## src/rtl/vram_pkg.sv

```systemverilog
// Shared types and constants for the CIRAM nametable arbiter.
package vram_pkg;

  // Cartridge nametable mirroring arrangement.
  typedef enum logic [1:0] {
    MIR_HORIZ     = 2'd0,
    MIR_VERT      = 2'd1,
    MIR_SINGLE_LO = 2'd2,
    MIR_SINGLE_HI = 2'd3
  } mirror_t;

  // CPU data-port request handling.
  typedef enum logic [1:0] {
    ST_IDLE    = 2'd0,
    ST_PEND    = 2'd1,
    ST_RD_WAIT = 2'd2
  } cpu_state_t;

  // Start of the nametable window and start of the palette window.
  localparam logic [13:0] NT_BASE  = 14'h2000;
  localparam logic [13:0] PAL_BASE = 14'h3F00;

endpackage

```

## src/rtl/vram_arbiter_nt_mirror_map.sv

```systemverilog
// Translates a 14-bit PPU-space address into a CIRAM address using the
// cartridge mirroring mode, and flags whether the address lands in CIRAM.
module nt_mirror_map
  import vram_pkg::*;
#(
  parameter int AW = 14,
  parameter int CW = 11
) (
  input  logic [AW-1:0] addr_i,
  input  mirror_t       mode_i,
  output logic [CW-1:0] ciram_addr_o,
  output logic          in_range_o
);

  logic nt;

  // Pick which of the two physical 1 KiB pages the address maps onto.
  always_comb begin
    nt = 1'b0;
    unique case (mode_i)
      MIR_HORIZ:     nt = addr_i[11];
      MIR_VERT:      nt = addr_i[10];
      MIR_SINGLE_LO: nt = 1'b0;
      MIR_SINGLE_HI: nt = 1'b1;
    endcase
  end

  assign ciram_addr_o = {nt, addr_i[CW-2:0]};

  // $2000-$3EFF lands in CIRAM; palette space and everything below $2000 do not.
  assign in_range_o = (addr_i[AW-1] == NT_BASE[13]) &&
                      (addr_i[AW-1:8] != PAL_BASE[13:8]);

endmodule

```

## src/rtl/vram_arbiter.sv

```systemverilog
// Shares the single CIRAM port between the fixed-latency PPU fetch path and
// the queued CPU $2007 data port, with a bounded wait for the CPU.
module vram_arbiter
  import vram_pkg::*;
#(
  parameter int MAX_WAIT = 8,
  parameter int AW       = 14,
  parameter int CW       = 11
) (
  input  logic          clk,
  input  logic          reset,
  input  logic [1:0]    mirror_mode,
  input  logic          ppu_req,
  input  logic [AW-1:0] ppu_addr,
  output logic [7:0]    ppu_rdata,
  output logic          ppu_rvalid,
  output logic          ppu_dropped,
  input  logic          cpu_req,
  input  logic          cpu_we,
  input  logic [AW-1:0] cpu_addr,
  input  logic [7:0]    cpu_wdata,
  output logic          cpu_busy,
  output logic          cpu_ack,
  output logic [7:0]    cpu_rdata,
  output logic [CW-1:0] ciram_addr,
  output logic          ciram_we,
  output logic [7:0]    ciram_din,
  input  logic [7:0]    ciram_dout
);

  mirror_t       mode;
  cpu_state_t    state_q, state_d;
  logic [7:0]    wait_q, wait_d;

  logic          req_we_q;
  logic [AW-1:0] req_addr_q;
  logic [7:0]    req_wdata_q;

  logic [CW-1:0] ppu_map, cpu_map;
  logic          ppu_in_range, cpu_in_range;

  logic          latch_en;
  logic          cpu_slot;
  logic          wr_issue, rd_issue;
  logic          ack_d, drop_d;
  logic          rdata_load;
  logic [7:0]    rdata_d;
  logic          ppu_grant;

  logic          s1_valid_q, s1_hit_q;
  logic          s2_valid_q;
  logic [7:0]    s2_data_q;
  logic          rvalid_q, dropped_q, ack_q, we_q;
  logic [7:0]    ppu_rdata_q, cpu_rdata_q, din_q;
  logic [CW-1:0] addr_q;

  assign mode = mirror_t'(mirror_mode);

  nt_mirror_map #(.AW(AW), .CW(CW)) u_ppu_map (
    .addr_i       (ppu_addr),
    .mode_i       (mode),
    .ciram_addr_o (ppu_map),
    .in_range_o   (ppu_in_range)
  );

  nt_mirror_map #(.AW(AW), .CW(CW)) u_cpu_map (
    .addr_i       (req_addr_q),
    .mode_i       (mode),
    .ciram_addr_o (cpu_map),
    .in_range_o   (cpu_in_range)
  );

  // CPU request state and the blocked-cycle counter.
  always_ff @(posedge clk) begin
    if (reset) begin
      state_q <= ST_IDLE;
      wait_q  <= 8'd0;
    end else begin
      state_q <= state_d;
      wait_q  <= wait_d;
    end
  end

  // Holds the CPU request captured on entry to PEND.
  always_ff @(posedge clk) begin
    if (reset) begin
      req_we_q    <= 1'b0;
      req_addr_q  <= '0;
      req_wdata_q <= 8'h00;
    end else if (latch_en) begin
      req_we_q    <= cpu_we;
      req_addr_q  <= cpu_addr;
      req_wdata_q <= cpu_wdata;
    end
  end

  // Decides who owns the CIRAM port this cycle and what the CPU side does next.
  always_comb begin
    state_d    = state_q;
    wait_d     = wait_q;
    latch_en   = 1'b0;
    cpu_slot   = 1'b0;
    wr_issue   = 1'b0;
    rd_issue   = 1'b0;
    ack_d      = 1'b0;
    drop_d     = 1'b0;
    rdata_load = 1'b0;
    rdata_d    = 8'h00;
    unique case (state_q)
      ST_IDLE: begin
        if (cpu_req) begin
          latch_en = 1'b1;
          wait_d   = 8'd0;
          state_d  = ST_PEND;
        end
      end
      ST_PEND: begin
        if (!ppu_req || (wait_q == 8'(MAX_WAIT))) begin
          cpu_slot = 1'b1;
          drop_d   = ppu_req;
          if (!cpu_in_range) begin
            ack_d      = 1'b1;
            rdata_load = 1'b1;
            rdata_d    = 8'h00;
            state_d    = ST_IDLE;
          end else if (req_we_q) begin
            wr_issue = 1'b1;
            ack_d    = 1'b1;
            state_d  = ST_IDLE;
          end else begin
            rd_issue = 1'b1;
            state_d  = ST_RD_WAIT;
          end
        end else if (wait_q != 8'hFF) begin
          wait_d = wait_q + 8'd1;
        end
      end
      ST_RD_WAIT: begin
        ack_d      = 1'b1;
        rdata_load = 1'b1;
        rdata_d    = ciram_dout;
        state_d    = ST_IDLE;
      end
      default: state_d = ST_IDLE;
    endcase
  end

  assign ppu_grant = ppu_req && !cpu_slot;

  // CIRAM port registers; write enable is only ever a single-cycle CPU pulse.
  always_ff @(posedge clk) begin
    if (reset) begin
      addr_q <= '0;
      we_q   <= 1'b0;
      din_q  <= 8'h00;
    end else begin
      we_q <= 1'b0;
      if (wr_issue) begin
        addr_q <= cpu_map;
        we_q   <= 1'b1;
        din_q  <= req_wdata_q;
      end else if (rd_issue) begin
        addr_q <= cpu_map;
      end else if (ppu_grant && ppu_in_range) begin
        addr_q <= ppu_map;
      end
    end
  end

  // Two-stage PPU return pipeline: capture CIRAM data, then present it.
  always_ff @(posedge clk) begin
    if (reset) begin
      s1_valid_q  <= 1'b0;
      s1_hit_q    <= 1'b0;
      s2_valid_q  <= 1'b0;
      s2_data_q   <= 8'h00;
      rvalid_q    <= 1'b0;
      ppu_rdata_q <= 8'h00;
      dropped_q   <= 1'b0;
    end else begin
      s1_valid_q  <= ppu_grant;
      s1_hit_q    <= ppu_in_range;
      s2_valid_q  <= s1_valid_q;
      s2_data_q   <= s1_hit_q ? ciram_dout : 8'h00;
      rvalid_q    <= s2_valid_q;
      ppu_rdata_q <= s2_valid_q ? s2_data_q : 8'h00;
      dropped_q   <= drop_d;
    end
  end

  // CPU completion pulse and the held read-data register.
  always_ff @(posedge clk) begin
    if (reset) begin
      ack_q       <= 1'b0;
      cpu_rdata_q <= 8'h00;
    end else begin
      ack_q <= ack_d;
      if (rdata_load) cpu_rdata_q <= rdata_d;
    end
  end

  assign ppu_rvalid  = rvalid_q;
  assign ppu_rdata   = ppu_rdata_q;
  assign ppu_dropped = dropped_q;
  assign cpu_busy    = (state_q != ST_IDLE);
  assign cpu_ack     = ack_q;
  assign cpu_rdata   = cpu_rdata_q;
  assign ciram_addr  = addr_q;
  assign ciram_we    = we_q;
  assign ciram_din   = din_q;

endmodule

```

## config.mk

```make
export PLATFORM = sky130hd
export DESIGN_NAME = vram_arbiter
export DESIGN_NICKNAME = d
export VERILOG_FILES = /design/src/rtl/vram_pkg.sv /design/src/rtl/vram_arbiter_nt_mirror_map.sv /design/src/rtl/vram_arbiter.sv
export SDC_FILE = /design/constraint.sdc
export NUM_CORES = 1
export LEC_CHECK = 0
export BUFFER_PORTS_ARGS = -buffer_cell sky130_fd_sc_hd__buf_2
export CORE_ASPECT_RATIO = 0.6
export CORE_MARGIN = 2
export CORE_UTILIZATION = 35
export DETAILED_ROUTE_END_ITERATION = 10
export PLACE_DENSITY_LB_ADDON = 0.3
export SYNTH_ARGS = -nofsm -noshare
export SYNTH_HDL_FRONTEND = slang
export SYNTH_SLANG_ARGS = --single-unit
```

## constraint.sdc

```tcl
create_clock -name clk -period 2.2 [get_ports clk]
set_input_delay 0.11 -clock clk [delete_from_list [all_inputs] [get_ports clk]]
set_output_delay 0.11 -clock clk [all_outputs]
set_load 0.02 [all_outputs]
```

Word level (Yosys, flattened, before mapping)
Cells that the tools add are included.
- input port bits: 51
- memory bits (writable): 0
- output and inout port bits: 40
- word-level logic and storage cells: 86
- bits in latches: 0
- register bits after elaboration: 83
- memory bits (read-only): 0
- memories: 0
- reductions and logical operators: 17
- divide/modulo/power cells: 0
- shifts and indexed selects: 0
- order comparisons: 0
- eq/ne operators: 13
- multiplexer cells: 34
- bitwise logic cells: 4
- multiply operators: 0
- add/sub/neg operators: 1
- operator list (kind ; number):
    11-bit two-way mux ; 3
    8-bit two-way mux ; 4
    1-bit two-way mux ; 17
    8-bit case mux with 2 select lines ; 1
    6-bit != test (second input constant) ; 2
    8-bit by 1-bit adder with 8-bit output (second input constant) ; 1
    8-bit by 4-bit == test with 1-bit output (second input constant) ; 1
    2-bit two-way mux ; 4
    2-bit != test (second input constant) ; 4
    8-bit != test (second input constant) ; 1
    1-bit case mux with 4 select lines ; 2
    2-bit == test (second input constant) ; 3
    2-bit by 1-bit == test with 1-bit output (second input constant) ; 2
    1-bit logical AND ; 4
    2-bit logical NOT ; 2
    1-bit inverter ; 4
    1-bit case mux with 2 select lines ; 2
    2-bit case mux with 2 select lines ; 1
    4-bit AND reduction ; 1
    2-bit nonzero test ; 2
    2-bit OR reduction ; 2
    3-bit nonzero test ; 1
    3-bit OR reduction ; 1
    1-bit logical NOT ; 2
    other kinds (2) ; 2

Depth between registers and ports, before layout
Gate-level depths: netlist (run 1).
- word-level depth: 10
- gate-level depth with buffers: 7
- gate-level depth less buffers: 6

Modules after synthesis
A second synthesis (run 1) with hierarchy kept.
- cells, all modules: 370
- area total of the unflattened synthesis: 3387.0 um^2
- modules (own cells, without submodules) (module ; cells each ; instances ; area each (um^2) ; seq. area each (um^2)):
    vram_arbiter ; 336 ; 1 ; 3156.8 ; 1661.6
    nt_mirror_map ; 17 ; 2 ; 115.1 ; 0.0

Worst setup path before layout (run 1)
Ideal clock, no wire load.
- path kind: register to register
- start point: reg state_q[0]
- end point: reg wait_q[4]
- setup time: 0.070 ns
- slack: 0.287 ns
- buffers on the path: 1
- arrival: 1.843 ns
- clock period less this slack: 1.913 ns
- required time: 2.130 ns
- cell stages (with the launch flop): 8
- cell sequence: dfxtp_1 -> inv_1 -> ha_1 -> and2b_4 -> a311o_1 -> buf_6 -> or4_1 -> a21oi_1
- word-level cells in the longest chain between the ends: 3
- elaborated cells between the ends (all ways): 8
- those cells by class: eq/ne: 4; mux: 1; reduce/logical: 3
- RTL lines (element ; RTL line ; text):
    from (decl) ; vram_arbiter.sv:32 ; cpu_state_t state_q, state_d;
    from (signal assigned) ; vram_arbiter.sv:79 ; state_q <= state_d;
    2-bit by 1-bit == test with 1-bit output / 2-bit logical NOT (equally long branches) ; vram_arbiter.sv:109 ; unique case (state_q)
    2-bit != test (no line) / 2-bit nonzero test (equally long branches) ; -- ;
    4-bit AND reduction (no line) ; -- ;
    to (signal assigned) ; vram_arbiter.sv:80 ; wait_q <= wait_d;
    to (decl) ; vram_arbiter.sv:33 ; logic [7:0] wait_q, wait_d;
Parallel ways exist; a longest one is shown, timed or not.
A chain may end at the register's enable or synchronous reset.

Worst setup path in the final report (run 1)
- start point: reg state_q[0]
- end point: reg wait_q[3]
Same word-level chain as after synthesis.

==> impl_metrics.csv, run 1 <==
group,metric,value,unit
status,status,"finished clean",
worst_setup_path,crit_slowest_cell,"or4_1",
logic_synthesis,syn_nets,451,
worst_setup_path,crit_family,"simple AND/OR/NAND/NOR gates",
cells_and_area,final_common_cell,"buf_2",
cells_and_area,finalNetCount,541,
power,power.density,800,mW/mm2
worst_setup_path,crit_fanout,11,
timing,hold_ws,0.0120,ns
cells_and_area,area_growth,27.8,%
logic_synthesis,async_reset_ff_share,0,%
cells_and_area,final_cell_mix,"90 x buf_2, 83 x dfxtp_1, 56 x a21oi_1, 56 x nand2_1, 26 x o21ai_0",
logic_synthesis,avgSynthCellArea,8.56,um2
clock_network,clkSlewWorstSetupHoldPaths,0.06,ns
cells_and_area,antenna-diode-count,0,
timing,setup_violations,0,
global_route,grt_pass1_vias,2998,
cells_and_area,final_layout_size_suffix_gt1_share,25.7,%
global_route,grt_first_pass_wirelength,14500,um
clock_network,cts_root_buf,"clkbuf_16",
worst_hold_path,whs_path_depth,2,
clock_network,htreeDepth,3,
worst_setup_path,cp_data_arrival_time,2.33,ns
timing,tightest_slew,0.592,ns
place,port_buffers,90,
logic_synthesis,yosysTopAreaCell,"dfxtp_1",
global_route,use_met2,26.1,%
timing,period_share,93.7,%
logic_synthesis,synthFlopType,"dfxtp_1",
floorplanning,die_w,131,um
floorplanning,initial_core_util,36.4,%
worst_hold_path,holdPathEnd,"s2_data_q[4]",
worst_setup_path,worstPathRequired,2.47,ns
floorplanning,dieArea,0.0105,mm2
floorplanning,core_area,0.00929,mm2
clock_network,clock_sinks,83,
worst_setup_path,cp-start-kind,"flip-flop",
logic_synthesis,synth_seq_cells,83,
global_route,top_usage_layer,"met2",
worst_setup_path,crit_chain,"inv_1 > ha_1 > and2b_4 > a311o_2 > or4_1 > a21oi_1",
flow_run,cap_violations,0,
logic_synthesis,synth.distinct_cells,44,
floorplanning,rows,27,
route,post-route-drc-count,0,
global_route,grtUsageMet3,5.06,%
global_route,grt_max_degree,35,
timing,final.setup.tns,0,ns
global_route,track_usage,18.0,%
route,drt-pass1-iter-count,4,
clock_network,insertion_delay,0.34,ns
route,drt_iter0_drc,214,
route,ant_nets,0,
logic_synthesis,synth_edf_count,0,
worst_hold_path,worstHoldPathType,"in -> reg",
worst_setup_path,worst_path_largest_cell_delay,0.49,ns
route,route.vias.total,3164,
timing,finClkSkew,0.00663,ns
worst_setup_path,reg2reg_depth,6,
cells_and_area,fillCellCount,924,
timing,slew_violations,0,
logic_synthesis,yosysSeqAreaShare,49.1,%
place,place_hpwl,6450,um
power,ir_drop,0.399,mV
logic_synthesis,syn_inst,395,
logic_synthesis,synth_top_area_share,49.1,%
cells_and_area,final_util,46.5,%
logic_synthesis,yosys_warnings,0,
place,gp_congestion,0.915,
worst_setup_path,endpoint_kind,"flip-flop",
timing,hold_viol,0,
worst_setup_path,critPathKind,"reg -> reg",
logic_synthesis,syn_area,0.00338,mm2
clock_network,cts_buffers,9,
timing,fin_crit,2.06,ns
route,wire_per_inst,14.5,um
worst_setup_path,r2r-end,"wait_q[3]",
power,p_leak,0.00177,uW
global_route,antenna_found_initial,0,
floorplanning,io-pin-count,91,
floorplanning,die_y,80.1,um
clock_network,clockBufferDepth,2,
timing,relSlewSlack,60.3,%
worst_hold_path,hold_path.startpoint,"ciram_dout[4]",
worst_setup_path,ff2ff_setup_slack,0.14,ns
cells_and_area,multi_input_area,0.00159,mm2
route,via_per_inst,5.10,
clock_network,cts_tree,"yes",
global_route,grt-ovfl-total,0,
worst_setup_path,crit_buf_inv,1,
timing,fmax,485,MHz
global_route,grt_use_met1,25.5,%
logic_synthesis,synth.area.top_cells,"dfxtp_1 49%, a21oi_1 8.4%, nand2_1 6.2%, o21ai_0 3.8%, nand3_1 3.6%",
timing,rsz0062_at_grt,"false",
cells_and_area,regArea,0.00166,mm2
worst_setup_path,timing.rr.start,"state_q[0]",
route,drt-total-wl,8990,um
timing repair:
action,4_1_cts,5_1_grt
hold endpoints to repair,4,0
gates resized for setup,0,4
hold buffers,4,0
setup endpoints to repair,0,28
setup buffers,0,1
metrics by stage:
step                      setup slack, ns  instance area (um2)  power, uW  instances
after floorplan                     0.287                 3380       1830        395
after global placement              0.175                 3960       1950        599
after detailed placement           0.0227                 3960       1960        599
after CTS                          0.0112                 4300       3480        619
after global routing               0.0366                 4320       3590        620
final                               0.138                 4320       3460        620
routing by layer:
layer / part of all wire [%] / vias up
li1: - / 1588
met1: 52 / 1465
met2: 41 / 100
met3: 5.7 / 11
met4: 1.3 / 0
met5: 0 / -
Yosys cell counts (all sizes together), types with 5 or more instances:
master	number
dfxtp	83
buf	11
nand3	24
a21oi	57
inv	7
nand2	56
nor2b	12
o211ai	9
o21ai	26
nor2	9
a311oi	11
nor3	11
ha	5
clkbuf	15
and2	18
final cells by class:
cell class                 count  share of cell area [%]
clock buffer                  10                    5.53
clock inverter                 6                    1.51
inverter                       8                   0.695
multi-input combinational    278                    36.8
sequential                    83                    38.4
tap                          130                    3.76
timing repair buffer         105                    13.3
power by group:
group / internal (uW) / switching (uW) / total, uW
registers: 1560 / 29.2 / 1590
clock network: 909 / 606 / 1520
logic: 137 / 220 / 357
logic make-up (layout without fill, tap and decap cells):
family / count (synthesis) / in the layout / share of synthesized area [%]
DFF: 83 / 83 / 49.1
muxes: 2 / 2 / 0.592
buffers and inverters: 34 / 129 / 4.29
AOI/OAI and AO/OA: 119 / 119 / 20.9
and+or+nand+nor: 152 / 152 / 23.2
adders and majority gates: 5 / 5 / 1.85
registers in the layout, summed over array words and instances, names as in the netlist, 8 cells and up:
name / cells
req_addr_q: 14
ciram_addr: 11
ciram_din: 8
cpu_rdata: 8
ppu_rdata: 8
req_wdata_q: 8
s2_data_q: 8
wait_q: 8
worst max-delay path by stage:
| stage | to | cells after the start | slack, ns | start |
|---|---|---|---|---|
| 6_report | wait_q[3] | 6 | 0.14 | state_q[0] |
| 5_1_grt | state_q[1] | 7 | 0.04 | wait_q[0] |
| 4_1_cts | ciram_addr[1] | 6 | 0.01 | state_q[1] |
| 3_5_place_dp | ciram_addr[1] | 6 | 0.02 | state_q[1] |
| 3_3_place_gp | ciram_addr[3] | 6 | 0.18 | state_q[1] |
| 2_1_floorplan | wait_q[4] | 7 | 0.29 | state_q[0] |
Note: power is estimated with default switching activity, not from simulation.
==> run 2: changes to the inputs <==
--- a/config.mk
+++ b/config.mk
@@ -10,7 +10,7 @@
 export CORE_MARGIN = 2
 export CORE_UTILIZATION = 35
 export DETAILED_ROUTE_END_ITERATION = 10
-export PLACE_DENSITY_LB_ADDON = 0.3
+export PLACE_DENSITY = 0.68
 export SYNTH_ARGS = -nofsm -noshare
 export SYNTH_HDL_FRONTEND = slang
 export SYNTH_SLANG_ARGS = --single-unit
==> run 2 against run 1 <==
  * Sequential share of layout area down 0.41 points
  * Fmax down 2.3%
  * Wire length up 0.21%
  * Setup slack worse by 0.049 ns
  * Die area unchanged
  * Total power up 6.4%
  * First-iteration DRC count up 2.3%
  * Register-to-register slack worse by 0.05 ns
  * Non-clock buffer count down 2
  * Sequential power about the same
  * Combinational power about the same
  * Largest cell class unchanged
  * Highest routed layer unchanged
==> impl_metrics.csv, run 2 (same netlist as run 1, synthesis figures left out) <==
group,metric,value,unit
clock_network,cts_root_buf,"clkbuf_16",
route,drt-total-wl,9010,um
global_route,grt_first_pass_wirelength,14600,um
flow_run,cap_violations,0,
worst_setup_path,endpoint_kind,"flip-flop",
cells_and_area,antenna-diode-count,0,
place,pre_cts_slack,0.0678,ns
floorplanning,rows,27,
timing,hold_ws,0.00870,ns
route,drt_iter0_drc,219,
floorplanning,core_area,0.00929,mm2
worst_setup_path,cp-start-kind,"flip-flop",
cells_and_area,final_cell_mix,"90 x buf_2, 83 x dfxtp_1, 56 x a21oi_1, 56 x nand2_1, 26 x o21ai_0",
worst_setup_path,worstPathRequired,2.47,ns
place,port_buffers,90,
floorplanning,dieArea,0.0105,mm2
place,gp_congestion,0.932,
cells_and_area,final_common_cell,"buf_2",
floorplanning,io-pin-count,91,
worst_setup_path,crit_chain,"inv_1 > ha_1 > and2b_4 > a311o_1 > or4_1 > a21oi_1",
clock_network,clock_sinks,83,
cells_and_area,largest_reg_flops,14,
global_route,track_usage,17.9,%
place,place_area,0.00396,mm2
timing,hold_viol,0,
cells_and_area,finalInstanceArea,0.00437,mm2
floorplanning,die_y,80.1,um
place,place_hpwl,6480,um
worst_setup_path,crit_fanout,11,
global_route,grt_max_degree,43,
timing,slew_violations,0,
global_route,antenna_found_initial,0,
route,wire_per_inst,14.6,um
timing,tightest_slew,0.578,ns
clock_network,cts_buffers,9,
timing,final.setup.tns,0,ns
clock_network,clockBufferDepth,2,
route,drt-pass1-iter-count,5,
power,p_total,3680,uW
cells_and_area,final_layout_size_suffix_gt1_share,25.2,%
floorplanning,initial_core_util,36.4,%
clock_network,clkSlewWorstSetupHoldPaths,0.06,ns
clock_network,insertion_delay,0.33,ns
cells_and_area,finalNetCount,539,
timing,period_share,95.9,%
worst_setup_path,worst_path_largest_cell_delay,0.52,ns
global_route,grt_pass1_vias,3027,
timing,fin_crit,2.11,ns
timing,fmax,474,MHz
global_route,grt-ovfl-total,0,
worst_setup_path,crit_slowest_cell,"or4_1",
route,ant_nets,0,
power,ir_drop,0.524,mV
floorplanning,die_w,131,um
cells_and_area,area_growth,29.2,%
timing,finalWorstSetupSlack,0.0892,ns
worst_setup_path,cp_data_arrival_time,2.38,ns
power,power.density,842,mW/mm2
timing,rsz0062_at_grt,"false",
clock_network,cts_tree,"yes",
route,via_per_inst,5.09,
route,route.vias.total,3147,
power,p_leak,0.00178,uW
timing,setup_violations,0,
timing,finClkSkew,0.00409,ns
worst_setup_path,ff2ff_setup_slack,0.09,ns
worst_setup_path,critPathKind,"reg -> reg",
cells_and_area,top_register,"req_addr_q",
clock_network,cts_setup_buffers,0,
clock_network,htreeDepth,3,
status,status,"finished clean",
worst_hold_path,worstHoldPathType,"in -> reg",
timing,relSlewSlack,61.3,%
route,post-route-drc-count,0,
run 2: what timing repair did:
item / in CTS / in global routing
hold endpoints to repair: 3 / 1
hold buffers: 3 / 1
setup endpoints to repair: 0 / 25
resized for setup: 0 / 3
run 2: stage by stage:
step | instances | utilization (%)
detailed placement | 598 | 42.7
global route | 618 | 47.0
floorplan | 395 | -
CTS | 617 | 46.8
finish | 618 | 47.0
global placement | 598 | 42.7
run 2: final cells by class:
cell class	count	area [um2]
fill	894	4920
sequential	83	1660
multi-input combinational	278	1590
timing repair buffer	103	571
clock buffer	10	239
tap	130	163
clock inverter	6	111
inverter	8	30.0
run 2: worst max-delay path, delay by kind of cell (launching register included):
kind / cells / cell delay (ns)
buffers and inverters: 1 / 0.08
DFF: 1 / 0.34
AOI/OAI and AO/OA: 2 / 0.62
adders and majority gates: 1 / 0.28
and+or+nand+nor: 2 / 0.73
run 2: final timing paths:
check,cells after the start,startpoint,to
max,6,state_q[0],wait_q[3]
max reg2reg,6,state_q[0],wait_q[3]
min reg2reg,1,s2_data_q[6],ppu_rdata[6]
min,2,ciram_dout[1],s2_data_q[1]
run 2: metal layers:
layer / global-route usage [%] / share of wire (%) / vias to the layer above
met5: 0 / 0 / -
met4: 5.21 / 0.75 / 0
met3: 5.53 / 7.3 / 10
met2: 27.3 / 45 / 106
met1: 24.2 / 47 / 1458
li1: - / - / 1573
run 2: report_power, final:
part	leakage [uW]	switching, uW	internal, uW
sequential	0.000676	30.1	1560
combinational	0.000938	220	135
clock	0.000169	598	1140
total	0.00178	847	2830
